<file path="config.mk">
export PLATFORM = sky130hd
export DESIGN_NAME = region_word_packer_flat
export DESIGN_NICKNAME = d
export VERILOG_FILES = /design/src/rtl/region_word_packer_if.sv /design/src/rtl/region_word_packer.sv /design/src/flat_wrapper.sv
export SDC_FILE = /design/constraint.sdc
export NUM_CORES = 1
export LEC_CHECK = 0
export ABC_AREA = 1
export CAP_MARGIN = 20
export CORE_MARGIN = 3
export CORE_UTILIZATION = 50
export CTS_CLUSTER_DIAMETER = 150
export CTS_CLUSTER_SIZE = 24
export DETAILED_ROUTE_END_ITERATION = 10
export GPL_TIMING_DRIVEN = 0
export PLACE_DENSITY = 0.79
export SYNTH_ARGS = -nofsm -noshare
export SYNTH_HDL_FRONTEND = slang
export SYNTH_SLANG_ARGS = --single-unit
</file>
<file path="constraint.sdc">
create_clock -name clk -period 6.6 [get_ports clk]
set_clock_uncertainty 0.05 [all_clocks]
set_input_delay 1.32 -clock clk [delete_from_list [all_inputs] [get_ports clk]]
set_output_delay 1.32 -clock clk [all_outputs]
set_load 0.03 [all_outputs]
</file>
<file path="src/rtl/region_word_packer_if.sv">
// Record-in / word-out link bundle for region_word_packer.
// Handshakes: a transfer happens on a rising clk edge where valid && ready; valid never waits on ready, and the sender holds payload stable while valid && !ready.
interface region_word_packer_if;
   logic        rec_valid;
   logic        rec_ready;
   logic [7:0]  rec_width;
   logic [7:0]  rec_height;
   logic [47:0] rec_counts;
   logic [31:0] data_out;
   logic        valid_out;
   logic        ready_in;

   modport master (
      output rec_valid, rec_width, rec_height, rec_counts, ready_in,
      input  rec_ready, data_out, valid_out
   );

   modport slave (
      input  rec_valid, rec_width, rec_height, rec_counts, ready_in,
      output rec_ready, data_out, valid_out
   );
endinterface

</file>
<file path="src/rtl/region_word_packer.sv">
// Buffers packed region records in a small FIFO and serializes each as two 32-bit words.
// Counts fully sent records and raises a sticky done after NUM_REGIONS of them.
module region_word_packer #(
   parameter logic [31:0] NUM_REGIONS = 32'd1000,
   parameter int          FIFO_DEPTH  = 4
) (
   input  logic                  clk,
   input  logic                  rst,
   region_word_packer_if.slave   bus,
   output logic [31:0]           sent_count,
   output logic                  done,
   output logic [1:0]            state_dbg
);

   localparam int AW = $clog2(FIFO_DEPTH);
   localparam logic [AW:0] PTR_ONE = 1;

   typedef enum logic [1:0] {
      S_IDLE = 2'd0,
      S_LOW  = 2'd1,
      S_HIGH = 2'd2
   } state_t;

   state_t      state;
   state_t      state_nxt;
   logic [63:0] mem [FIFO_DEPTH];
   logic [AW:0] wr_ptr;
   logic [AW:0] rd_ptr;
   logic        full;
   logic        empty;
   logic        push;
   logic        pop;
   logic [63:0] rec_word;
   logic [63:0] fifo_head;
   logic [63:0] hold;
   logic [31:0] data_d;
   logic        valid_d;
   logic        sent_inc;

   // Pointers carry one wrap bit so full and empty are distinguishable.
   assign empty     = (wr_ptr == rd_ptr);
   assign full      = (wr_ptr[AW-1:0] == rd_ptr[AW-1:0]) && (wr_ptr[AW] != rd_ptr[AW]);
   assign fifo_head = mem[rd_ptr[AW-1:0]];

   assign bus.rec_ready = !full && !done && !rst;
   assign push          = bus.rec_valid && bus.rec_ready;
   assign rec_word      = {bus.rec_counts[47:16], bus.rec_height, bus.rec_width,
                           bus.rec_counts[15:0]};

   assign pop = !empty && ((state == S_IDLE) || ((state == S_HIGH) && bus.ready_in));

   always_ff @(posedge clk) begin
      if (push) begin
         mem[wr_ptr[AW-1:0]] <= rec_word;
      end
   end

   always_ff @(posedge clk) begin
      if (rst) begin
         wr_ptr <= '0;
         rd_ptr <= '0;
      end else begin
         if (push) wr_ptr <= wr_ptr + PTR_ONE;
         if (pop)  rd_ptr <= rd_ptr + PTR_ONE;
      end
   end

   // State register, with the registered outputs and record bookkeeping.
   always_ff @(posedge clk) begin
      if (rst) begin
         state         <= S_IDLE;
         bus.valid_out <= 1'b0;
         bus.data_out  <= '0;
         hold          <= '0;
         sent_count    <= '0;
         done          <= 1'b0;
      end else begin
         state         <= state_nxt;
         bus.valid_out <= valid_d;
         bus.data_out  <= data_d;
         if (pop) hold <= fifo_head;
         if (sent_inc) begin
            sent_count <= sent_count + 32'd1;
            if (sent_count + 32'd1 == NUM_REGIONS) done <= 1'b1;
         end
      end
   end

   always_comb begin
      state_nxt = state;
      case (state)
         S_IDLE: if (pop) state_nxt = S_LOW;
         S_LOW:  if (bus.ready_in) state_nxt = S_HIGH;
         S_HIGH: if (bus.ready_in) state_nxt = pop ? S_LOW : S_IDLE;
         default: state_nxt = S_IDLE;
      endcase
   end

   // Next registered output word: a pop always presents word 0, a LOW handshake word 1.
   always_comb begin
      data_d   = bus.data_out;
      valid_d  = (state_nxt != S_IDLE);
      sent_inc = (state == S_HIGH) && bus.ready_in;
      if (pop) begin
         data_d = fifo_head[31:0];
      end else if ((state == S_LOW) && bus.ready_in) begin
         data_d = hold[63:32];
      end
   end

   assign state_dbg = state;

endmodule

</file>
<file path="src/flat_wrapper.sv">
// flat-port wrapper written by rule: the top's interface ports become plain ports
module region_word_packer_flat 
#(
   parameter logic [31:0] NUM_REGIONS = 32'd1000,
   parameter int          FIFO_DEPTH  = 4
)
  (clk, rst, sent_count, done, state_dbg, bus_rec_valid, bus_rec_width, bus_rec_height, bus_rec_counts, bus_ready_in, bus_rec_ready, bus_data_out, bus_valid_out);
  region_word_packer_if bus_i ();
  input  logic clk;
  input  logic rst;
  output logic [31:0] sent_count;
  output logic done;
  output logic [1:0] state_dbg;
  input wire logic [$bits(bus_i.rec_valid)-1:0] bus_rec_valid;
  input wire logic [$bits(bus_i.rec_width)-1:0] bus_rec_width;
  input wire logic [$bits(bus_i.rec_height)-1:0] bus_rec_height;
  input wire logic [$bits(bus_i.rec_counts)-1:0] bus_rec_counts;
  input wire logic [$bits(bus_i.ready_in)-1:0] bus_ready_in;
  output wire logic [$bits(bus_i.rec_ready)-1:0] bus_rec_ready;
  output wire logic [$bits(bus_i.data_out)-1:0] bus_data_out;
  output wire logic [$bits(bus_i.valid_out)-1:0] bus_valid_out;
  assign bus_i.rec_valid = bus_rec_valid;
  assign bus_i.rec_width = bus_rec_width;
  assign bus_i.rec_height = bus_rec_height;
  assign bus_i.rec_counts = bus_rec_counts;
  assign bus_i.ready_in = bus_ready_in;
  assign bus_rec_ready = bus_i.rec_ready;
  assign bus_data_out = bus_i.data_out;
  assign bus_valid_out = bus_i.valid_out;
  region_word_packer #(.NUM_REGIONS(NUM_REGIONS), .FIFO_DEPTH(FIFO_DEPTH)) u_core (.clk(clk), .rst(rst), .bus(bus_i), .sent_count(sent_count), .done(done), .state_dbg(state_dbg));
endmodule
</file>
* Yosys cells after proc, flatten, opt, wreduce, memory -nomap -nowiden
Memories as Yosys holds them, arrays and structs flattened. A register that Yosys moved wholly into a read port is not among the register bits.
Index checks and enable logic that the tools add are counted.
** Word-level totals
- Register bits after elaboration :: 138
- Memory bits (writable) :: 256
- Input bits :: 68
- Logic and storage cells :: 45
- Memories :: 1
** Cells by class
- $add $sub $neg :: 3
- Equality and inequality tests :: 6
- Multiplexer cells :: 11
- Reduce and logical (&&, ||, !) cells :: 16
** Memories
- u_core.mem :: words 4, bits a word 64, read ports 1, clocked after Yosys merged registers in 1, wr ports 1, RTL line region_word_packer.sv:26 : logic [63:0] mem [FIFO_DEPTH];
** Operators by type and width (number)
- $mux W32 :: 2
- $add A32 B1 Y32 const B :: 1
- $eq A32 B10 Y1 const B :: 1
- $mux W2 :: 5
- $logic_and A1 B1 Y1 :: 7
- $add A3 B1 Y3 const B :: 2
- $pmux W2 S3 :: 1
- $logic_not A1 Y1 :: 4
- $reduce_bool A2 Y1 :: 2
- $eq A3 B3 Y1 :: 1
- $mux W1 :: 3
- $eq A2 B1 Y1 const B :: 1
- $eq A2 B2 Y1 :: 1
- $eq A2 B2 Y1 const B :: 1
- $logic_not A2 Y1 :: 1
- $reduce_and A2 Y1 :: 1
- $logic_or A1 B1 Y1 :: 1
- $ne A1 B1 Y1 :: 1

* Longest topological paths before layout
- Word-level depth :: 8
- Gate-level depth with buffers :: 13
- Gate-level depth less buffers :: 13

* Least setup slack after synthesis
No wires, ideal clock.
- Kind :: input to register
- Start :: input rst
- End :: memory u_core.mem[3][0], enable pin
- Setup time :: 0.490 ns
- Arrival :: 4.707 ns
- Required time :: 6.060 ns
- Slack :: 1.354 ns
- Stages on the path :: 5
- Cells stage by stage :: inv_1 > nand3_1 > inv_1 > nand2_1 > nor2_1
** On the way
- Cells in the longest elaborated chain, start to end :: 5
** Ends and longest elaborated chain
- from (decl) :: RTL line flat_wrapper.sv:10 : input logic rst;
- $logic_not A1 Y1 :: RTL line region_word_packer.sv:45 : assign bus.rec_ready = !full && !done && !rst;
- $logic_and A1 B1 Y1 :: RTL line region_word_packer.sv:45
- net bus_rec_ready :: RTL line flat_wrapper.sv:19 : output wire logic [$bits(bus_i.rec_ready)-1:0] bus_rec_ready;
- $logic_and A1 B1 Y1 :: RTL line region_word_packer.sv:46 : assign push = bus.rec_valid && bus.rec_ready;
- $mux W1 :: RTL line region_word_packer.sv:53 : if (push) begin
- $mux W1 (not written as such) :: RTL line region_word_packer.sv:54 : mem[wr_ptr[AW-1:0]] <= rec_word;
- to (decl) :: RTL line region_word_packer.sv:26
The timed path passes the listed nets, and every way through them passes these cells.

* Worst setup path after layout
- Start :: input rst
- End :: output bus_rec_ready
** On the way
- Cells in the longest elaborated chain, start to end :: 2
** Ends and longest elaborated chain (RTL line)
- $logic_not A1 Y1 :: region_word_packer.sv:45
- $logic_and A1 B1 Y1 :: region_word_packer.sv:45
- to (decl) :: flat_wrapper.sv:19
Every way passes these cells.

==> impl_results.md <==
- Total negative slack: 0 ps
- Starting density of the core: 0.515
- Buf/Inv on CP: 4
- Critical path depth: 5
- Clock power share: 0.195
- Int Power: 3.96 mW
- Row cnt: 61
- Initial DRC count: ~1300
- First-pass GRT wire length: around 58 mm
- WHS Path Cells: 2
- Yosys top cell by area: edfxtp_1
- Post-synthesis simple-gate area fraction: 0.140
- Slowest-stage cell, CP: clkdlybuf4s50_1
- Worst-Margin Slew: 921 ps
- Die height: ~180 um
- Critical R2R Capture: u_core.wr_ptr[2]
- Post-synth EDFFs: 256
- IO Port Bufs: about 140
- Fin area: between 15000 and 20000 sq um
- TritonCTS clock tree: done
- Yosys Warn Count: 0
- Seq pwr share: 0.438
- CTS Root Cell: clkbuf_16
- CP Capture Type: primary output
- Net Sw Power: 2.50 mW
- Post-Syn Nets: approximately 1500
- DRC: 0
- Max-cap check violation count: 0
- Met2 WL: about 19 mm
- Post-CTS Hold Buffers: 0
- Largest net degree at the start of global routing: 28
- # IOs: 137
- Net Sw Frac: 0.387
- Vias in the first global route: 10200
- Adder-cell share of the synthesized area: 0.00516
- Die ar.: 31200 sq um
- Fin. Hold Viols: 0
- Vias/cell: 5.72
- Routed WL: approximately 38 mm
- Power per cell area: between 300 and 400 nW/um^2
- Hold Startpoint: u_core.hold[63]
- Synth cell count leaders: edfxtp_1, nand2_1, nor2_1
- Routability cong.: 0.935
- Final setup fails: 0
- Yosys reg bits: 364
- Longest Clk Path Bufs: 3
- Top Metal Used: met5
- Core box area: 28200 sq um
- Register-to-register setup slack: between 3000 and 4000 ps
- DRT met1 WL: 15.2 mm
- Routed Antenna Nets: 0
- H-tree depth: 1
- Final min period: between 4000 and 5000 ps
- Synth Area in XOR/XNOR: 0.00361
- Layout net count: 1631
- Met3 Wirelength: 3.31 mm
- Die Wd: around 180 um
- Post-Syn Area: ~15000 sq um
- Largest family of logic cells by synthesized area: simple AND/OR/NAND/NOR gates
- Cell Chain, Critical Path: clkdlybuf4s50_1, inv_1, nand3_1, inv_1, clkdlybuf4s50_1
- Main synth FF type: edfxtp_1
- Final worst path period share: 0.663
- Worst Path Class, Setup: input port to primary output
- VDD IR max: between 0.2 and 0.3 mV
- Worst path max stage delay: 740 ps
- HPWL after DPL: 26.9 mm
- Fmax: ~230 MHz
- Grt total ovfl: 0
- Post-synth cell types: 30
- Post-CTS Setup Repair Bufs: 0
- Num Clock Sinks: 364
- Mean area per synthesized cell: 10.5 sq um
- Leak: 5.99 nW
- Synth top area share: 0.528
- Post-DR wirelength/cell: 19.7 um
- Initial antenna violation count: 1
- Clk pin slew, worst setup/hold paths: ~100 ps
- Unrepaired setup endpoints after global routing: false
- Hold path endpoint: u_core.hold[63]
- Cells after Synth: 1392
- Synth area leaders: edfxtp_1, dfxtp_1, nand2_1
- Layout cells sized above 1: 0.0433
- Register area share after synthesis: 0.677
- Pins Over Slew Limit: 0
- Later-pin clock latency in the skew report: 520 ps
- Complex-gate fraction of the synthesized area: 0.130
- Multiplexer area fraction after synthesis: 0
- Cts repair resizes: 0
- Combinational Power Share: 0.367
- Most common cell in the netlist: edfxtp_1
- Vias: 11100
- Critical Path AT: 3000 ps
- Total CTS buffers: 19
- Area added between synthesis and finish: 17.7%
- Rel. slew slack: 0.384
- Reg2Reg Depth: 10
- Worst path top cell family by delay: buffers and inverters
- Drt pass-1 iters: 5
- Hold WC Path Type: flip-flop to flip-flop
- Status: finished, final reports clean
- CP Launch Type: input port
- # diodes: 0
- Setup crit start: rst
- Post-DP Area: 16600 sq um
- Crit Reg-Reg Startpoint: u_core.wr_ptr[0]
- Global-route total usage across every layer: 0.239
- WP data required: about 5200 ps
- Critical Path Fanout Max: 7
- Asr flop ratio synth: 0
==> kinds of logic (layout without fill, tap and decap cells) <==
family / after synthesis / after routing
fa+ha+maj: 6 / 6
xor+xnor: 6 / 6
flops: 364 / 364
buf+inv: 167 / 344
simple gates: 499 / 499
compound gates: 350 / 350
==> per-stage QoR <==
stage          hold WS, ps  utilization  power, mW  cells  setup slack (ps)
3_5_place_dp           411        0.587       5.19   1914              2270
3_3_place_gp           406        0.580       5.12   1906             -1210
4_1_cts                422        0.607       6.41   1947              2250
6_report               429        0.607       6.46   1947              2230
2_1_floorplan          392            -       4.25   1392              1350
5_1_grt                441        0.607       6.75   1947              2210
==> how the worst max path moves through the flow <==
| stage | end | slack [ps] |
|---|---|---|
| after floorplan | u_core.mem[3][0] | 1350 |
| after global placement | u_core.mem[3][53] | -1210 |
| after detailed placement | bus_rec_ready | 2270 |
| after CTS | bus_rec_ready | 2250 |
| after global routing | bus_rec_ready | 2210 |
| final | bus_rec_ready | 2230 |
==> registers in the layout, indices dropped and copies added, names as in the netlist, named ones only <==
register,count
u_core.bus.data_out,32
u_core.wr_ptr,3
u_core.state_dbg,2
u_core.done,1
u_core.rd_ptr,3
u_core.bus.valid_out,1
u_core.hold,32
u_core.sent_count,32
u_core.mem,256
==> per-layer routing <==
metal	global-route usage	vias to the layer above
met2	0.404	600
li1	-	5143
met5	0	-
met3	0.0282	84
met1	0.330	5301
met4	0.0674	2
==> tightest hold or removal path, stage by stage (launching register included) <==
cell	delay [ps]
dfxtp_1	330
nand2_1	60
a21oi_1	60
==> power by group through the flow <==
| stage | Combinational (mW) | Sequential (mW) | Clock (mW) |
|---|---|---|---|
| 2_1_floorplan | 1.23 | 3.02 | 0 |
| 3_3_place_gp | 2.25 | 2.87 | 0 |
| 3_5_place_dp | 2.32 | 2.87 | 0 |
| 4_1_cts | 2.33 | 2.82 | 1.26 |
| 5_1_grt | 2.56 | 2.84 | 1.34 |
| 6_report | 2.37 | 2.83 | 1.26 |
==> layout make-up <==
| cell class | count | area (sq um) |
|---|---|---|
| clock inverter | 2 | 25.0 |
| fill | 2261 | 11100 |
| inverter | 92 | 345 |
| clock buffer | 31 | 520 |
| tap | 378 | 473 |
| multi-input combinational | 861 | 4090 |
| timing repair buffer | 144 | 1530 |
| sequential | 364 | 9850 |
| buffer | 75 | 300 |
==> cell usage in the layout, fill, tap and decap left out, drive strengths merged <==
cell           instances
clkbuf                86
clkinv                 2
ha                     6
inv                   92
buf                   28
nand2                258
nor2                 199
nand4                  3
a21oi                 69
a31oi                 25
clkdlybuf4s50        136
o21ai                179
xor2                   5
nand3                 37
dfxtp                108
o21a                   2
o211ai                 9
xnor2                  1
nand3b                 1
and2                   1
o22ai                 64
o21bai                 2
edfxtp               256
No activity file was read; power rests on OpenSTA's default activity.
